===== config.mk =====
export PLATFORM = sky130hd
export DESIGN_NAME = code2421_to_ex3_serial_flat
export DESIGN_NICKNAME = d
export VERILOG_FILES = /design/src/rtl/code2421_to_ex3_serial_pkg.sv /design/src/rtl/code2421_to_ex3_serial_if.sv /design/src/rtl/code2421_to_ex3_digit.sv /design/src/rtl/code2421_to_ex3_serial.sv /design/src/flat_wrapper.sv
export SDC_FILE = /design/constraint.sdc
export NUM_CORES = 1
export LEC_CHECK = 0
export CORE_ASPECT_RATIO = 2
export CORE_MARGIN = 8
export CORE_UTILIZATION = 30
export CTS_BUF_LIST = sky130_fd_sc_hd__clkbuf_4 sky130_fd_sc_hd__clkbuf_8
export CTS_CLUSTER_SIZE = 16
export DETAILED_ROUTE_END_ITERATION = 16
export SETUP_SLACK_MARGIN = 0.1
export SYNTH_ARGS = -nofsm -noshare
export SYNTH_HDL_FRONTEND = slang
export SYNTH_SLANG_ARGS = --single-unit

===== constraint.sdc =====
create_clock -name clk -period 1.4 [get_ports clk]
set_input_delay 0.35 -clock clk [delete_from_list [all_inputs] [get_ports clk]]
set_output_delay 0.35 -clock clk [all_outputs]
set_load 0.005 [all_outputs]

===== src/rtl/code2421_to_ex3_serial_pkg.sv =====
// Shared definitions for the 2421 -> Excess-3 digit-serial decoder.
//  - 2421 code points for digits 0-9 (codes 1000-1101 are unused/invalid)
//  - Excess-3 bias
//  - FSM state encoding
package code2421_pkg;

  localparam logic [3:0] C2421_0 = 4'b0000;
  localparam logic [3:0] C2421_1 = 4'b0001;
  localparam logic [3:0] C2421_2 = 4'b0010;
  localparam logic [3:0] C2421_3 = 4'b0011;
  localparam logic [3:0] C2421_4 = 4'b0100;
  localparam logic [3:0] C2421_5 = 4'b0101;
  localparam logic [3:0] C2421_6 = 4'b0110;
  localparam logic [3:0] C2421_7 = 4'b0111;
  localparam logic [3:0] C2421_8 = 4'b1110;
  localparam logic [3:0] C2421_9 = 4'b1111;

  localparam logic [3:0] EX3_BIAS = 4'd3;

  typedef enum logic [1:0] {
    IDLE = 2'd0,
    CONV = 2'd1,
    DONE = 2'd2
  } state_t;

endpackage


===== src/rtl/code2421_to_ex3_serial_if.sv =====
// Handshake bundle for the 2421 -> Excess-3 serial decoder.
//  master: word producer / result consumer (drives in_valid, in_data, out_ready)
//  slave : the decoder (drives in_ready, out_valid, out_data, out_err, out_any_err, busy)
interface code2421_to_ex3_serial_if #(
  parameter int NUM_DIGITS = 4
);
  logic                      in_valid;
  logic                      in_ready;
  logic [4*NUM_DIGITS-1:0]   in_data;
  logic                      out_valid;
  logic                      out_ready;
  logic [4*NUM_DIGITS-1:0]   out_data;
  logic [NUM_DIGITS-1:0]     out_err;
  logic                      out_any_err;
  logic                      busy;

  modport master (
    output in_valid, in_data, out_ready,
    input  in_ready, out_valid, out_data, out_err, out_any_err, busy
  );

  modport slave (
    input  in_valid, in_data, out_ready,
    output in_ready, out_valid, out_data, out_err, out_any_err, busy
  );
endinterface


===== src/rtl/code2421_to_ex3_digit.sv =====
// Combinational single-digit decode: 2421 code -> Excess-3 code.
//  code : 2421 digit
//  ex3  : digit + 3, or 0000 when the code is invalid
//  err  : 1 when code is one of 1000-1101
module code2421_to_ex3_digit
  import code2421_pkg::*;
(
  input  logic [3:0] code,
  output logic [3:0] ex3,
  output logic       err
);
  always_comb begin
    ex3 = 4'd0;
    err = 1'b0;
    // Below 8 the 2421 weights match plain binary, so only 8/9 need mapping.
    if (!code[3])
      ex3 = code + EX3_BIAS;
    else if (code == C2421_8)
      ex3 = 4'd8 + EX3_BIAS;
    else if (code == C2421_9)
      ex3 = 4'd9 + EX3_BIAS;
    else
      err = 1'b1;
  end
endmodule


===== src/rtl/code2421_to_ex3_serial.sv =====
// Digit-serial 2421 -> Excess-3 decoder, LS digit first, one digit per cycle.
//  clk, rst_n : clock, synchronous active-low reset
//  bus (slave): in_valid/in_ready/in_data word input, out_valid/out_ready result
//               output with out_data, per-digit out_err, out_any_err, and busy.
// A word is accepted in IDLE, decoded over NUM_DIGITS cycles in CONV, and held
// in DONE until the consumer takes it. Results stay visible in IDLE until the
// next capture clears them.
module code2421_to_ex3_serial
  import code2421_pkg::*;
#(
  parameter int NUM_DIGITS = 4
) (
  input  logic                  clk,
  input  logic                  rst_n,
  code2421_to_ex3_serial_if.slave bus
);
  localparam int W  = 4 * NUM_DIGITS;
  localparam int CW = (NUM_DIGITS > 1) ? $clog2(NUM_DIGITS) : 1;
  localparam logic [CW-1:0] LAST = CW'(NUM_DIGITS - 1);

  state_t                state, state_nxt;
  logic [W-1:0]          shift;
  logic [W-1:0]          res;
  logic [NUM_DIGITS-1:0] err;
  logic [CW-1:0]         cnt;
  logic                  last;
  logic [3:0]            d_ex3;
  logic                  d_err;
  logic                  in_ready, out_valid, busy;

  assign last = (cnt == LAST);

  code2421_to_ex3_digit u_digit (
    .code (shift[3:0]),
    .ex3  (d_ex3),
    .err  (d_err)
  );

  // state register
  always_ff @(posedge clk) begin
    if (!rst_n) state <= IDLE;
    else        state <= state_nxt;
  end

  // next state
  always_comb begin
    state_nxt = state;
    case (state)
      IDLE:    if (bus.in_valid)  state_nxt = CONV;
      CONV:    if (last)          state_nxt = DONE;
      DONE:    if (bus.out_ready) state_nxt = IDLE;
      default:                    state_nxt = IDLE;
    endcase
  end

  // state-decoded outputs
  always_comb begin
    in_ready  = 1'b0;
    out_valid = 1'b0;
    busy      = 1'b0;
    case (state)
      IDLE:    in_ready = 1'b1;
      CONV:    busy = 1'b1;
      DONE: begin
        out_valid = 1'b1;
        busy      = 1'b1;
      end
      default: ;
    endcase
  end

  // datapath: capture, then decode the low nibble into slot cnt each cycle
  always_ff @(posedge clk) begin
    if (!rst_n) begin
      shift <= '0;
      res   <= '0;
      err   <= '0;
      cnt   <= '0;
    end else begin
      case (state)
        IDLE: if (bus.in_valid) begin
          shift <= bus.in_data;
          res   <= '0;
          err   <= '0;
          cnt   <= '0;
        end
        CONV: begin
          shift <= shift >> 4;
          for (int i = 0; i < NUM_DIGITS; i++) begin
            if (cnt == CW'(i)) begin
              res[4*i +: 4] <= d_ex3;
              err[i]        <= d_err;
            end
          end
          // cnt parks on the last slot; the next capture restarts it
          if (!last) cnt <= cnt + CW'(1);
        end
        default: ;
      endcase
    end
  end

  assign bus.in_ready    = in_ready;
  assign bus.out_valid   = out_valid;
  assign bus.busy        = busy;
  assign bus.out_data    = res;
  assign bus.out_err     = err;
  assign bus.out_any_err = |err;

endmodule


===== src/flat_wrapper.sv =====
// flat-port wrapper written by rule: the top's interface ports become plain ports
module code2421_to_ex3_serial_flat import code2421_pkg::*;
#(
  parameter int NUM_DIGITS = 4
)
  (clk, rst_n, bus_in_valid, bus_in_data, bus_out_ready, bus_in_ready, bus_out_valid, bus_out_data, bus_out_err, bus_out_any_err, bus_busy);
  code2421_to_ex3_serial_if #(.NUM_DIGITS(NUM_DIGITS)) bus_i ();
  input  logic clk;
  input  logic rst_n;
  input wire logic [$bits(bus_i.in_valid)-1:0] bus_in_valid;
  input wire logic [$bits(bus_i.in_data)-1:0] bus_in_data;
  input wire logic [$bits(bus_i.out_ready)-1:0] bus_out_ready;
  output wire logic [$bits(bus_i.in_ready)-1:0] bus_in_ready;
  output wire logic [$bits(bus_i.out_valid)-1:0] bus_out_valid;
  output wire logic [$bits(bus_i.out_data)-1:0] bus_out_data;
  output wire logic [$bits(bus_i.out_err)-1:0] bus_out_err;
  output wire logic [$bits(bus_i.out_any_err)-1:0] bus_out_any_err;
  output wire logic [$bits(bus_i.busy)-1:0] bus_busy;
  assign bus_i.in_valid = bus_in_valid;
  assign bus_i.in_data = bus_in_data;
  assign bus_i.out_ready = bus_out_ready;
  assign bus_in_ready = bus_i.in_ready;
  assign bus_out_valid = bus_i.out_valid;
  assign bus_out_data = bus_i.out_data;
  assign bus_out_err = bus_i.out_err;
  assign bus_out_any_err = bus_i.out_any_err;
  assign bus_busy = bus_i.busy;
  code2421_to_ex3_serial #(.NUM_DIGITS(NUM_DIGITS)) u_core (.clk(clk), .rst_n(rst_n), .bus(bus_i));
endmodule

==> results of run 1 <==
-- layout make-up --
cell class	instances	area share, %
Multi-Input combinational cell	161	43.3
Inverter	8	0.959
Timing Repair Buffer	96	27.7
Tap cell	88	3.01
Clock buffer	8	2.67
Sequential cell	40	22.3
-- report_power, final --
group	switching [mW]	total [mW]	internal, mW
Clock	0.419	0.860	0.441
Combinational	0.760	1.61	0.851
Sequential	0.0860	1.31	1.22
-- per-stage QoR --
stage / hold WS [ps] / worst slack (ps) / instance area, um2 / power (mW)
floorplan: 436 / 23.7 / 2080 / 1.88
global placement: 444 / -247 / 2780 / 2.22
detailed placement: 452 / -291 / 2780 / 2.24
CTS: 460 / -228 / 3490 / 3.68
global route: 482 / -256 / 3650 / 3.96
finish: 464 / -221 / 3650 / 3.78
-- metal layers --
layer | wire length (um) | up-vias
li1 | - | 994
met1 | 2400 | 1013
met2 | 3860 | 39
met3 | 195 | 12
met4 | 198 | 0
met5 | 0 | -
-- registers in the layout, indices dropped and copies added, names as in the netlist --
signal / cells
u_core.state: 2
u_core.shift: 16
u_core.bus.out_data: 16
u_core.bus.out_err: 4
u_core.cnt: 2
-- logic make-up (layout without fill, tap and decap cells) --
logic type,count (synthesis),count (layout),synth area share [%]
buffers and inverters,26,112,7.74
and+or+nand+nor,70,70,17.5
muxes,14,14,7.18
adders and majority gates,11,11,6.81
AOI/OAI and AO/OA,66,66,21.1
DFF,40,40,39.6
-- worst max path at each step --
| stage | from | endpoint | slack [ps] | cells after the start |
|---|---|---|---|---|
| 6_report | u_core.bus.out_err[2]$_SDFFE_PN0P_ | bus_out_any_err | -220 | 2 |
| 5_1_grt | u_core.bus.out_err[2]$_SDFFE_PN0P_ | bus_out_any_err | -260 | 2 |
| 3_3_place_gp | bus_in_valid | u_core.shift[1]$_SDFFE_PN0P_ | -250 | 5 |
| 3_5_place_dp | bus_in_valid | u_core.shift[5]$_SDFFE_PN0P_ | -290 | 5 |
| 4_1_cts | u_core.bus.out_err[2]$_SDFFE_PN0P_ | bus_out_any_err | -230 | 2 |
| 2_1_floorplan | u_core.state[1]$_SDFFE_PN0P_ | u_core.bus.out_data[12]$_SDFFE_PN0P_ | 20 | 7 |
-- worst reg2reg max path, cell delays in order (launching register included) --
cell and delay, ps:
dfxtp_4 360, buf_6 120, ha_4 170, mux2_4 330
buf_12 150, buf_12 140, a211oi_2 200
-- cell usage in the layout, fill, tap and decap left out, types with 5 or more instances in the layout --
cell	count
buf_12	6
nor2b_4	5
inv_1	6
o21ai_2	5
mux2i_1	11
ha_1	7
nor2_1	5
clkbuf_8	6
dlygate4sd2_1	18
dfxtp_2	5
dfxtp_1	33
a211oi_2	12
o2111ai_2	7
buf_4	27
clkdlybuf4s50_1	19
o22ai_2	8
nand4_1	5
a21oi_2	5
buf_6	18
a21oi_1	13
nand2_1	14
o21ai_0	6
nor2_4	14
-- what timing repair did --
| item | 4_1_cts | 5_1_grt |
|---|---|---|
| hold buffers | 0 | 0 |
| gates resized for setup | 147 | 40 |
| gates cloned | 6 | 0 |
| setup endpoints to repair | 63 | 47 |
| pin swaps | 27 | 24 |
| setup buffers | 12 | 2 |
==> impl_metrics.py, run 1 <==
metrics = {
    "critical_path": {
        "crit_required_ps": 1050,
        "cp_slowest_cell": "or4_1",
        "cp.arrival_ps": 1270,
        "r2r_cells": 6,
        "worstSetupEndpointType": "output port",
        "worst-path-buf-inv": 1,
        "worstPathMaxFanout": 2,
        "r2r_slack_ps": -160,
        "slowest_delay_ps": 510,
        "crit_chain": "or4_1, buf_2",
        "crit_type": "reg2out",
        "critPathTopFamily": "simple AND/OR/NAND/NOR gates",
        "timing.rr.end": "u_core.shift[1]$_SDFFE_PN0P_",
        "r2r_start": "u_core.state[0]$_SDFFE_PN0P_",
        "start_kind": "flop",
    },
    "final_layout": {
        "nFillCells": 552,
        "nets": 343,
        "ff_latch_area_um2": 815,
        "diodes": 0,
        "area_growth_pct": 80.7,
        "fin_util_pct": 55.6,
        "multi_input_area_um2": 1580,
        "fin_cells": 401,
        "drive_above_1_share_pct": 49.2,
    },
    "grt": {
        "grt_use_total_pct": 13.9,
        "grt_pass1_vias": 2135,
        "antenna_found_initial": 0,
        "grt_util_met3_pct": 2.74,
        "grt_max_degree": 20,
        "grt_use_met2_pct": 24.8,
        "grt.busiest_layer": "met2",
        "grt_pass1_wl_um": 10500,
        "use_met1_pct": 14.2,
        "overflow": 0,
    },
    "clock_tree": {
        "clk_pin_slew_worst_paths_ps": 80,
        "clk_path_buf_depth": 2,
        "worstSkewPairLatency_ps": 310,
        "htreeDepth": 2,
        "cts_tree": "done",
        "root_buffer": "clkbuf_8",
        "cts_made_buffers": 5,
        "cts.sinks": 40,
    },
    "synthesis": {
        "syn_area_per_cell_um2": 8.90,
        "ys_async_sr_fraction_pct": 0,
        "syn-cell-area_um2": 2020,
        "synthesis.nets": 258,
        "synth-edff-count": 0,
        "netlist_instances": 227,
        "yosysUniqueCellTypes": 35,
        "ys_ff_latch": 40,
        "yosysWarnings": 0,
        "yosys.area.top_type": "dfxtp_1",
        "synthTopCellsByArea": "dfxtp_1 (40%), ha_1 (6.8%), mux2i_1 (6.4%)",
        "ys_seq_area_share_pct": 39.6,
        "ys.flop_type": "dfxtp_1",
        "yosysMostFrequentCell": "dfxtp_1",
        "synth.top_cell.area_share_pct": 39.6,
        "synthTopCellsByCount": "dfxtp_1 (40), nor2_1 (20), a21oi_1 (18), nand2_1 (15)",
    },
    "timing": {
        "finClkSkew_ps": 4.12,
        "setup_violations": 43,
        "report.final.slew_viol_count": 0,
        "post-route-min-period_ps": 1620,
        "worst-slew-pin-transition_ps": 569,
        "slew_headroom_pct": 61.9,
        "hold_violations": 0,
        "worst_slack_ps": -221,
        "grt_setup_unrepaired": "true",
        "setup_tns_ps": -5030,
        "post-route-period-util_pct": 116,
        "fmax_mhz": 617,
    },
    "hold_path": {
        "min_to": "u_core.bus.out_data[8]$_SDFFE_PN0P_",
        "hold_depth": 2,
        "worstHoldStart": "u_core.bus.out_data[8]$_SDFFE_PN0P_",
        "hp-class": "reg2reg",
    },
    "pwr": {
        "p_per_area_nw_per_um2": 1040,
        "peakVddDrop_mv": 0.796,
        "leakage_nw": 1.39,
    },
    "die": {
        "dieArea_um2": 9780,
        "num_rows": 42,
        "io_pins": 44,
        "initial_core_util_pct": 30.8,
        "fp.coreArea_um2": 6570,
        "die_h_um": 132,
        "die-width_um": 74.0,
    },
    "place": {
        "dp_hpwl_um": 4200,
        "port_buffers": 43,
        "place_inst": 374,
        "gp_congestion": 0.758,
    },
    "route": {
        "drt_wl_total_um": 6660,
        "vias": 2058,
        "via_per_inst": 5.13,
        "wire_per_inst_um": 16.6,
        "route.detailed.drc": 0,
        "drt_iter0_drc": 89,
        "firstDrtPassIters": 4,
        "ant_nets": 0,
    },
    "run": {
        "cap_viol_max_count": 0,
    },
    "outcome": {
        "status": "finished, violations left",
        "violations": "negative setup slack",
    },
}
Note: power is estimated with default switching activity, not from simulation.
==> run 2: changes to the inputs <==
--- a/config.mk
+++ b/config.mk
@@ -12,6 +12,7 @@
 export CTS_CLUSTER_SIZE = 16
 export DETAILED_ROUTE_END_ITERATION = 16
 export SETUP_SLACK_MARGIN = 0.1
+export SLEW_MARGIN = 0
 export SYNTH_ARGS = -nofsm -noshare
 export SYNTH_HDL_FRONTEND = slang
 export SYNTH_SLANG_ARGS = --single-unit
==> results of run 2 <==
Same layout as run 1: the final DEF is identical, and so are final timing and power.
==> run 3: changes to the inputs <==
--- a/config.mk
+++ b/config.mk
@@ -8,7 +8,7 @@
 export CORE_ASPECT_RATIO = 2
 export CORE_MARGIN = 8
 export CORE_UTILIZATION = 30
-export CTS_BUF_LIST = sky130_fd_sc_hd__clkbuf_4 sky130_fd_sc_hd__clkbuf_8
+export CTS_BUF_LIST = sky130_fd_sc_hd__clkbuf_4 sky130_fd_sc_hd__clkbuf_8 sky130_fd_sc_hd__clkbuf_16
 export CTS_CLUSTER_SIZE = 16
 export DETAILED_ROUTE_END_ITERATION = 16
 export SETUP_SLACK_MARGIN = 0.1
==> impl_metrics.py, run 3 (synthesis results as in run 1) <==
metrics = {
    "outcome": {
        "status": "finished, violations left",
        "violations": "negative setup slack",
    },
    "route": {
        "drt_wl_total_um": 6500,
        "route.detailed.drc": 0,
        "firstDrtPassIters": 4,
        "wire_per_inst_um": 16.3,
        "ant_nets": 0,
        "via_per_inst": 5.04,
        "drt_iter0_drc": 77,
        "vias": 2016,
    },
    "grt": {
        "grt_use_total_pct": 13.5,
        "grt_max_degree": 20,
        "grt_pass1_vias": 2102,
        "grt_pass1_wl_um": 10200,
        "overflow": 0,
        "antenna_found_initial": 0,
    },
    "timing": {
        "worst_slack_ps": -192,
        "report.final.slew_viol_count": 0,
        "post-route-period-util_pct": 114,
        "finClkSkew_ps": 3.62,
        "post-route-min-period_ps": 1590,
        "slew_headroom_pct": 61.7,
        "setup_violations": 42,
        "hold_violations": 0,
        "grt_setup_unrepaired": "true",
        "worst-slew-pin-transition_ps": 573,
        "fmax_mhz": 628,
    },
    "pwr": {
        "power_mw": 4.03,
        "p_per_area_nw_per_um2": 1110,
        "leakage_nw": 1.38,
        "peakVddDrop_mv": 0.674,
    },
    "clock_tree": {
        "clk_path_buf_depth": 2,
        "cts_made_buffers": 5,
        "worstSkewPairLatency_ps": 290,
        "cts.sinks": 40,
        "htreeDepth": 2,
        "clk_pin_slew_worst_paths_ps": 60,
        "root_buffer": "clkbuf_16",
        "cts_tree": "done",
    },
    "die": {
        "io_pins": 44,
        "initial_core_util_pct": 30.8,
        "num_rows": 42,
        "die_h_um": 132,
        "dieArea_um2": 9780,
        "die-width_um": 74.0,
        "fp.coreArea_um2": 6570,
    },
    "final_layout": {
        "final_cell_mix": "dfxtp_1 (34), buf_4 (26), buf_6 (21)",
        "nFillCells": 565,
        "final_design_area_no_fill_um2": 3640,
        "fin_util_pct": 55.4,
        "layout_commonest_cell": "dfxtp_1",
        "area_growth_pct": 79.9,
        "nets": 342,
        "diodes": 0,
        "drive_above_1_share_pct": 47.4,
    },
    "run": {
        "cap_viol_max_count": 0,
    },
    "hold_path": {
        "hp-class": "reg2reg",
    },
    "critical_path": {
        "worstSetupEndpointType": "output port",
        "start_kind": "flop",
        "crit_required_ps": 1050,
        "cp.arrival_ps": 1240,
        "crit_type": "reg2out",
        "worstPathMaxFanout": 2,
        "r2r_slack_ps": -180,
    },
    "place": {
        "dp_hpwl_um": 4200,
        "gp_congestion": 0.758,
        "pre_cts_ws_ps": -291,
        "place_area_um2": 2780,
        "port_buffers": 43,
    },
}
[run 3: timing repair]
| item | in CTS | in global routing |
|---|---|---|
| hold buffers | 0 | 0 |
| resized for setup | 137 | 41 |
| setup buffers | 13 | 2 |
| setup endpoints to repair | 63 | 47 |
| pin swaps | 23 | 24 |
| cloned | 5 | 0 |
[run 3: final timing paths]
check,start,cells past startpoint,end
setup reg to reg,u_core.state[0]$_SDFFE_PN0P_,7,u_core.shift[14]$_SDFFE_PN0P_
hold reg to reg,u_core.shift[13]$_SDFFE_PN0P_,2,u_core.shift[13]$_SDFFE_PN0P_
setup / recovery,u_core.bus.out_err[3]$_SDFFE_PN0P_,2,bus_out_any_err
hold / removal,u_core.shift[13]$_SDFFE_PN0P_,2,u_core.shift[13]$_SDFFE_PN0P_
[run 3: layout make-up]
cell class	count	area (um2)	share of cell area, %
Inverter	8	35.0	0.964
Timing Repair Buffer	95	977	26.9
Tap cell	88	110	3.03
Sequential cell	40	813	22.4
Clock buffer	8	154	4.23
Multi-Input combinational cell	161	1550	42.5
[run 3: power by group]
group	switching (mW)	internal (mW)
registers	0.0809	1.23
logic	0.730	0.797
clock network	0.444	0.749
total	1.25	2.77
[run 3: critical path, cell delays in order, from the launching register on]
cell	delay [ps]
dfxtp_1	300
or4_1	510
buf_2	150
[run 3: layer usage]
| metal | vias to the layer above | global-route usage (%) | wire [um] | part of all wire (%) |
|---|---|---|---|---|
| met4 | 0 | 7.40 | 186 | 2.9 |
| met3 | 10 | 2.52 | 192 | 3.0 |
| met1 | 976 | 13.3 | 2360 | 36 |
| met2 | 37 | 24.7 | 3760 | 58 |
| met5 | - | 0 | 0 | 0 |
| li1 | 993 | - | - | - |
[run 3: through the flow]
stage	cells	setup TNS, ps	hold slack (ps)
2_1_floorplan	227	0	436
3_3_place_gp	374	-9160	444
3_5_place_dp	374	-9980	452
4_1_cts	400	-4680	460
5_1_grt	400	-6370	480
6_report	400	-4910	458
